$ cat config.mk
export PLATFORM = sky130hd
export DESIGN_NAME = ads5296_tx_emulator
export DESIGN_NICKNAME = d
export VERILOG_FILES = /design/src/rtl/ads5296_pkg.sv /design/src/rtl/ads5296_tx_lane.sv /design/src/rtl/ads5296_tx_emulator.sv
export SDC_FILE = /design/constraint.sdc
export NUM_CORES = 1
export LEC_CHECK = 0
export ABC_AREA = 1
export CAP_MARGIN = 20
export CORE_MARGIN = 1
export CORE_UTILIZATION = 35
export DETAILED_ROUTE_END_ITERATION = 8
export PLACE_DENSITY = 0.69
export REMOVE_ABC_BUFFERS = 1
export SYNTH_ARGS = -nofsm -noshare
export SYNTH_HDL_FRONTEND = slang
export SYNTH_SLANG_ARGS = --single-unit
$ cat constraint.sdc
create_clock -name lclk -period 3.53 [get_ports lclk]
set_input_delay 0.353 -clock lclk [delete_from_list [all_inputs] [get_ports lclk]]
set_output_delay 0.353 -clock lclk [all_outputs]
set_load 0.01 [all_outputs]
$ cat src/rtl/ads5296_pkg.sv
// rtl/ads5296_pkg.sv - shared constants, mode encoding and widths for the ADS5296 TX emulator
package ads5296_pkg;

   localparam int WORD_W = 10;
   localparam int PHASES = 5;

   localparam logic [2:0] LOAD_PHASE = 3'(PHASES - 1);

   localparam logic [WORD_W-1:0] FCLK_PATTERN   = 10'b1111100000;
   localparam logic [WORD_W-1:0] DESKEW_PATTERN = 10'b0101010101;
   localparam logic [WORD_W-1:0] SYNC_PATTERN   = 10'b1111100000;

   typedef enum logic [1:0] {
      DATA   = 2'd0,
      RAMP   = 2'd1,
      DESKEW = 2'd2,
      SYNC   = 2'd3
   } mode_e;

endpackage

$ cat src/rtl/ads5296_tx_lane.sv
// rtl/ads5296_tx_lane.sv - 10-bit word register emitting the registered rise/fall pair of the next phase
module ads5296_tx_lane
   import ads5296_pkg::*;
#(
   parameter logic [WORD_W-1:0] RESET_WORD = '0
) (
   input  logic              clk,
   input  logic              rst_n,
   input  logic [2:0]        phase_next,
   input  logic              load,
   input  logic [WORD_W-1:0] load_word,
   output logic              rise,
   output logic              fall
);

   logic [WORD_W-1:0] word;
   logic [WORD_W-1:0] word_next;
   logic [3:0]        bit_idx;

   // The pair registered at this edge belongs to the phase the counter moves into,
   // so a word loaded now shows its bit pair 0 on the very next cycle.
   always_comb begin
      word_next = load ? load_word : word;
      bit_idx   = {phase_next, 1'b0};
   end

   // Hold the word and register the selected pair; reset drops any partial word.
   always_ff @(posedge clk or negedge rst_n) begin
      if (!rst_n) begin
         word <= RESET_WORD;
         rise <= 1'b0;
         fall <= 1'b0;
      end else begin
         word <= word_next;
         rise <= word_next[bit_idx];
         fall <= word_next[bit_idx + 4'd1];
      end
   end

endmodule

$ cat src/rtl/ads5296_tx_emulator.sv
// rtl/ads5296_tx_emulator.sv - ADS5296 lane-pair TX emulator; ADS5296_TX_TESTPAT_EN adds test patterns
module ads5296_tx_emulator
   import ads5296_pkg::*;
#(
   parameter logic [WORD_W-1:0] IDLE_WORD = 10'h000
) (
   input  logic              lclk,
   input  logic              rst_n,
   input  logic              en,
   input  logic              s_valid,
   output logic              s_ready,
   input  logic [WORD_W-1:0] s_data0,
   input  logic [WORD_W-1:0] s_data1,
   input  logic [1:0]        mode,
   output logic [1:0]        dout_rise,
   output logic [1:0]        dout_fall,
   output logic              fclk_rise,
   output logic              fclk_fall,
   output logic              word_start,
   output logic              underflow,
   input  logic              underflow_clr
);

   logic [2:0]        phase;
   logic [2:0]        phase_next;
   logic              load_slot;
   logic              data_mode;
   logic              accept;
   logic [WORD_W-1:0] fill_word;
   logic [WORD_W-1:0] word0;
   logic [WORD_W-1:0] word1;

   // Phase sequencing: phase 4 is the load slot, then wrap to 0.
   always_comb begin
      load_slot  = (phase == LOAD_PHASE);
      phase_next = load_slot ? 3'd0 : phase + 3'd1;
   end

`ifdef ADS5296_TX_TESTPAT_EN
   logic [WORD_W-1:0] ramp_cnt;

   // Pattern substitution; a disabled block still sends only the idle word.
   always_comb begin
      data_mode = (mode_e'(mode) == DATA);
      fill_word = IDLE_WORD;
      if (en) begin
         case (mode_e'(mode))
            RAMP:    fill_word = ramp_cnt;
            DESKEW:  fill_word = DESKEW_PATTERN;
            SYNC:    fill_word = SYNC_PATTERN;
            default: fill_word = IDLE_WORD;
         endcase
      end
   end

   // Ramp restarts from 0 whenever ramp mode is left; advances once per load slot.
   always_ff @(posedge lclk or negedge rst_n) begin
      if (!rst_n) begin
         ramp_cnt <= '0;
      end else if (mode_e'(mode) != RAMP) begin
         ramp_cnt <= '0;
      end else if (load_slot) begin
         ramp_cnt <= ramp_cnt + 10'd1;
      end
   end
`else
   logic unused_mode;
   assign unused_mode = ^mode;

   // Without test patterns the block is always in data mode.
   always_comb begin
      data_mode = 1'b1;
      fill_word = IDLE_WORD;
   end
`endif

   // Acceptance happens only at the load slot; s_ready depends on registered phase.
   always_comb begin
      s_ready = en & load_slot & data_mode;
      accept  = s_valid & s_ready;
      word0   = accept ? s_data0 : fill_word;
      word1   = accept ? s_data1 : fill_word;
   end

   // Free-running phase counter, word_start marker and sticky underflow (set beats clear).
   always_ff @(posedge lclk or negedge rst_n) begin
      if (!rst_n) begin
         phase      <= LOAD_PHASE;
         word_start <= 1'b0;
         underflow  <= 1'b0;
      end else begin
         phase      <= phase_next;
         word_start <= load_slot;
         if (load_slot & en & data_mode & ~s_valid) begin
            underflow <= 1'b1;
         end else if (underflow_clr) begin
            underflow <= 1'b0;
         end
      end
   end

   ads5296_tx_lane #(.RESET_WORD(IDLE_WORD)) u_lane0 (
      .clk        (lclk),
      .rst_n      (rst_n),
      .phase_next (phase_next),
      .load       (load_slot),
      .load_word  (word0),
      .rise       (dout_rise[0]),
      .fall       (dout_fall[0])
   );

   ads5296_tx_lane #(.RESET_WORD(IDLE_WORD)) u_lane1 (
      .clk        (lclk),
      .rst_n      (rst_n),
      .phase_next (phase_next),
      .load       (load_slot),
      .load_word  (word1),
      .rise       (dout_rise[1]),
      .fall       (dout_fall[1])
   );

   ads5296_tx_lane #(.RESET_WORD(FCLK_PATTERN)) u_frame (
      .clk        (lclk),
      .rst_n      (rst_n),
      .phase_next (phase_next),
      .load       (load_slot),
      .load_word  (FCLK_PATTERN),
      .rise       (fclk_rise),
      .fall       (fclk_fall)
   );

endmodule
Word level (Yosys, flattened, before mapping)
Cells that the tools add are included.

storage, ports and cells
  bits in writable memories = 0
  output and inout bits = 9
  ROM bits = 0
  memories = 0
  logic and storage cells = 42
  latch bits = 0
  register bits after elaboration = 41

operators by class
  reduce and logical (&&, ||, !) cells = 1
  bitwise operators = 4
  $add $sub $neg = 2
  muxes and demuxes = 20
  equal/unequal tests = 1
  magnitude comparators = 2
  multiply operators = 0
  div/mod/pow operators = 0
  shift-type cells = 0

operators with widths
  cell                                                         count
  2-to-1 mux 10 bit                                            5
  binary-select mux 1 bit (select 4 bit)                       3
  less-than comparator 4 x 5 -> 1 bit (second input constant)  2
  binary-select mux 1 bit (select 3 bit)                       3
  2-to-1 mux 1 bit                                             8
  adder 4 x 1 -> 4 bit (second input constant)                 1
  adder 3 x 1 -> 3 bit (second input constant)                 1
  AND 1 bit                                                    3
  == test 3 bit (second input constant)                        1
  2-to-1 mux 3 bit                                             1
  nonzero test 2 bit                                           1
  NOT 1 bit                                                    1

Longest topological paths before layout
  depth after elaboration = 7
  mapped depth = 13
  gate-level depth less buffers = 12

Cells and area by module
From an unflattened synthesis, not the netlist that was laid out.

second synthesis, totals
  cells, all modules = 293
  area total of the unflattened synthesis = 2168.3 um2

by module, submodules not included
  module                         area each (um2)  times used  cells an instance
  ads5296_tx_lane (u_lane0 ...)  565.5            2           75
  ads5296_tx_lane (u_frame)      571.8            1           75
  ads5296_tx_emulator            465.4            1           68

Worst setup path before layout
No wires, ideal clock.

  path kind = register -> register
  from = register phase[0]
  to = register u_lane0.fall
  buffers on the path = 1
  arrival time = 1.453 ns
  library setup time = 0.117 ns
  cell stages (with the launch flop) = 11
  slack = 1.960 ns
  cells stage by stage = dfrtp_1 > inv_2 > ha_1 > clkbuf_1 > nor2_1 > nand2_1 > nand2_1 > inv_1 > nand2_1 > nand2_1 > nand2_1

on the way
  elaborated cells on any way between the ends = 10
  those cells by class = 2 x add/sub; 1 x eq/ne; 5 x mux; 2 x bitwise

RTL lines
  element                                                       line                                                  text
  start: declaration                                            ads5296_tx_emulator.sv:24                             logic [2:0] phase;
  start signal: assignment                                      ads5296_tx_emulator.sv:92                             phase <= phase_next;
  adder 3 x 1 -> 3 bit / == test 3 bit (equally long branches)  ads5296_tx_emulator.sv:36, ads5296_tx_emulator.sv:35
  2-to-1 mux 3 bit *                                            ads5296_tx_emulator.sv:36                             phase_next = load_slot ? 3'd0 : phase + 3'd1;
  net phase_next[1]                                             ads5296_tx_emulator.sv:25                             logic [2:0] phase_next;
  adder 4 x 1 -> 4 bit *                                        ads5296_tx_lane.sv:36                                 fall <= word_next[bit_idx + 4'd1];
  binary-select mux 1 bit (select 4 bit) *                      ads5296_tx_lane.sv:36
  2-to-1 mux 1 bit (not written as such) *                      ads5296_tx_lane.sv:36
  end signal: assignment                                        ads5296_tx_lane.sv:36
  end: declaration                                              ads5296_tx_lane.sv:13                                 output logic fall

The timed path passes the listed nets; every way through them passes the cells marked *. The select of a mux whose other input is x is not followed.
A chain may end at the register's enable or synchronous reset.

Worst setup path after layout
  from = register phase[0]
  to = output port s_ready

on the way
  longest elaborated chain between the ends = 2

ends and longest elaborated chain
  element           line                       text
  == test 3 bit     ads5296_tx_emulator.sv:35  load_slot = (phase == LOAD_PHASE);
  AND 1 bit         ads5296_tx_emulator.sv:79  s_ready = en & load_slot & data_mode;
  end: declaration  ads5296_tx_emulator.sv:11  output logic s_ready,

Every way passes these cells.

==> flow_summary_export.csv <==
group,metric,value,unit
outcome,status,"finished clean",
setup_path,cp_slowest_stage_delay,0.60,ns
sta,final_max_slew_viols,0,
synthesis,synthCells,212,
synthesis,synth_simple_gate_area_share,33.2,%
synthesis,yosys-top-cells-count,"nand2_1, dfrtp_1, nand3_1",
synthesis,yosys_most_used_dff,"dfrtp_1",
setup_path,endpoint_kind,"primary output",
sta,final_period_minus_worst_setup_slack,2.62,ns
setup_path,critical_path_required,3.18,ns
drt,drt-wirelength-per-cell,11.1,um
sta,fin_skew,0.00796,ns
cts,cts_max_path_bufs,2,
setup_path,path_class,"reg -> out",
final_layout,post_route_cells_drive_above_1_share,14.5,%
placed_design,hpwlAfterDp,2350,um
sta,setup_total_neg_slack,0,ns
die,die_area,5690,sq um
hold_path,hold_path.class,"in -> async",
placed_design,buffer_ports.inserted,33,
final_layout,fin_area,2330,sq um
global_routing,grt_pass1_wl,5970,um
final_layout,syn2layout_area_growth,23.8,%
final_layout,post-route-util,45.4,%
run,max_cap_viol_count,0,
synthesis,synth_compound_gate_area_share,1.66,%
cts,clock_tree.htree_level_count,2,
setup_path,reg2reg_from,"phase[0]$_DFF_PN0_",
sta,relSlewSlack,40.3,%
synthesis,synth_edf_count,0,
power_and_ir_drop,vdd_ir_drop_max,217,uV
setup_path,path_cells,"inv_2, ha_1, nand2_4, nor2_8, clkdlybuf4s50_1",
drt,vias_per_cell,4.52,
synthesis,synthMostInstantiatedCell,"nand2_1",
cts,post-cts-setup-buffer-count,0,
drt,routed-via-count,1410,
cts,clkTransAtPathRegs,0.08,ns
die,ios,36,
drt,drt-pass1-iter-count,4,
synthesis,netlist.area_leader.share,46.4,%
setup_path,critical-path-top-delay-family,"buffers and inverters",
cts,clock_sinks,41,
synthesis,ffs_latches_synth,41,
synthesis,synthesis.area_per_instance,8.89,sq um
synthesis,synth.lib_cells_used.distinct,23,
synthesis,proportion_of_synthesized_chip_area_in_sequential_cells,54.8,%
power_and_ir_drop,leakagePower,1.14,nW
setup_path,crit_path_top_delay_cell,"clkdlybuf4s50_1",
drt,drt.antenna.violating_nets,0,
sta,worst_slack,0.907,ns
cts,clock_latency,0.30,ns
sta,final_hold_viol_count,0,
setup_path,timing.critical_path.fanout_max,26,
global_routing,grt_remaining_overflow,0,
global_routing,grt_start_max_net_pins,42,
synthesis,post_synth_mux_area_share,0,%
die,placement_rows,26,
setup_path,timing.reg2reg.worst_path_depth,10,
setup_path,reg2reg_setup_slack,1.51,ns
setup_path,timing.critical_path.buf_inv,2,
cts,hold_buffers,0,
sta,unrepaired_setup_endpoints_after_global_routing,"no",
die,die_height,75.4,um
sta,number_of_endpoints_failing_setup_at_the_final_stage,0,
cts,tritoncts,"built",
synthesis,synth_xor_area_share,0,%
synthesis,ys_top_cells_by_area,"dfrtp_1, nand2_1, dfstp_2, nand3_1, inv_1",
die,fp.dieW,75.4,um
synthesis,synth_top_cell_by_area,"dfrtp_1",
synthesis,synth-warning-count,0,
final_layout,num_antenna_cells,0,
cts,numCtsBuffers,5,
placed_design,post-place-ws,1.23,ns
placed_design,dp_area,2210,sq um
synthesis,yosys.area_share.adder,1.33,%
sta,period_share,74.3,%
drt,detail_route.drc_violations,0,
die,floorplan.core_area,5140,sq um
cts,post_cts_resized,0,
synthesis,synth_top_family_by_area,"simple AND/OR/NAND/NOR gates",
drt,first_iter_violations,72,
drt,finalWirelength,3470,um
power_and_ir_drop,p_per_area,405,nW/um^2
sta,timing.fmax,0.381,GHz
die,initial_utilization,36.7,%
global_routing,global_route.usage.total,14.4,%
cts,cts_root_buf,"clkbuf_8",
synthesis,syn-cell-area,1890,sq um
setup_path,setup.worst_path.start_class,"flip-flop",
sta,timing_worst_slew_pin_value,0.893,ns
final_layout,register_area,1030,sq um
setup_path,arrival,2.27,ns
global_routing,grt_pass1_vias,1283,
setup_path,worst_r2r_endpoint,"u_lane1.rise$_DFF_PN0_",
final_layout,multi_input_comb_area,682,sq um
global_routing,antenna_found_initial,0,
final_layout,layout.filler_cells,529,
synthesis,synthArstFlopShare,100,%
final_layout,nNetsFinal,270,
placed_design,gpl.final_weighted_congestion,0.797,
-- per-stage QoR --
step           instances  hold WS [ns]  total power (W)
2_1_floorplan        201        0.0574         0.000513
4_1_cts              312         0.195         0.000960
5_1_grt              312         0.232         0.000989
3_3_place_gp         304         0.456         0.000563
6_report             312         0.181         0.000946
3_5_place_dp         304         0.454         0.000563
-- sequential cells by signal, indices dropped and copies added, names as in the netlist, 3 cells and up --
register,count
u_lane1.word,10
u_lane0.word,10
u_frame.word,10
phase,3
-- placed cells by master, fill, tap and decap left out --
master	n
nand2_1	73
dfrtp_1	35
clkdlybuf4s50_1	32
nand3_1	29
inv_1	20
nor2_1	11
nand3_2	7
clkbuf_8	6
dfstp_2	6
nand2_2	4
inv_2	3
o21ai_0	3
nand2_4	2
ha_1	2
nor2_8	1
or2_2	1
nor3_2	1
nor2_4	1
o211ai_1	1
o32ai_1	1
bufinv_16	1
clkinvlp_4	1
buf_2	1
-- worst max-delay path by stage --
stage                              to  slack (ns)               start  depth (start not counted)
3_5_place_dp                  s_ready        1.23  phase[0]$_DFF_PN0_                          5
3_3_place_gp                  s_ready        1.23  phase[0]$_DFF_PN0_                          5
6_report                      s_ready        0.91  phase[0]$_DFF_PN0_                          5
5_1_grt                       s_ready        0.78  phase[0]$_DFF_PN0_                          5
2_1_floorplan  u_lane1.rise$_DFF_PN0_        1.86  phase[0]$_DFF_PN0_                         12
4_1_cts                       s_ready        0.89  phase[0]$_DFF_PN0_                          5
-- worst register-to-register path: stages, from the launching register on --
cell and delay, ns:
dfrtp_1 0.45, inv_2 0.13, ha_1 0.20, nand2_4 0.21, nor2_8 0.37, nand3_1 0.17, nand3_1 0.12, nand3_1 0.08
nand2_1 0.09, nand2_1 0.06, nand2_1 0.08
-- final cells by class --
cell class                 instances  share of cell area [%]
clock inverter                     2                    1.61
timing repair buffer              33                    13.9
inverter                          23                    3.70
clock buffer                       6                    3.54
sequential                        41                    44.3
multi-input combinational        137                    29.2
tap                               70                    3.75
-- cell families after synthesis --
kind of cell / after synthesis
simple gates: 130
flops: 41
buf+inv: 34
compound gates: 5
fa+ha+maj: 2
-- routing by layer --
metal  global-route usage, %  part of all wire, %
met4                    5.56                 0.89
met1                    19.7                   50
met3                    4.76                  3.6
met5                       0                    0
met2                    21.2                   46
-- power breakdown --
| part | internal (W) | total [W] | leakage, nW | switching [W] |
|---|---|---|---|---|
| registers | 0.000480 | 0.000483 | 0.531 | 0.00000264 |
| logic | 0.0000354 | 0.0000703 | 0.555 | 0.0000349 |
| clock network | 0.000230 | 0.000393 | 0.0574 | 0.000163 |
No activity file was read; power rests on OpenSTA's default activity.
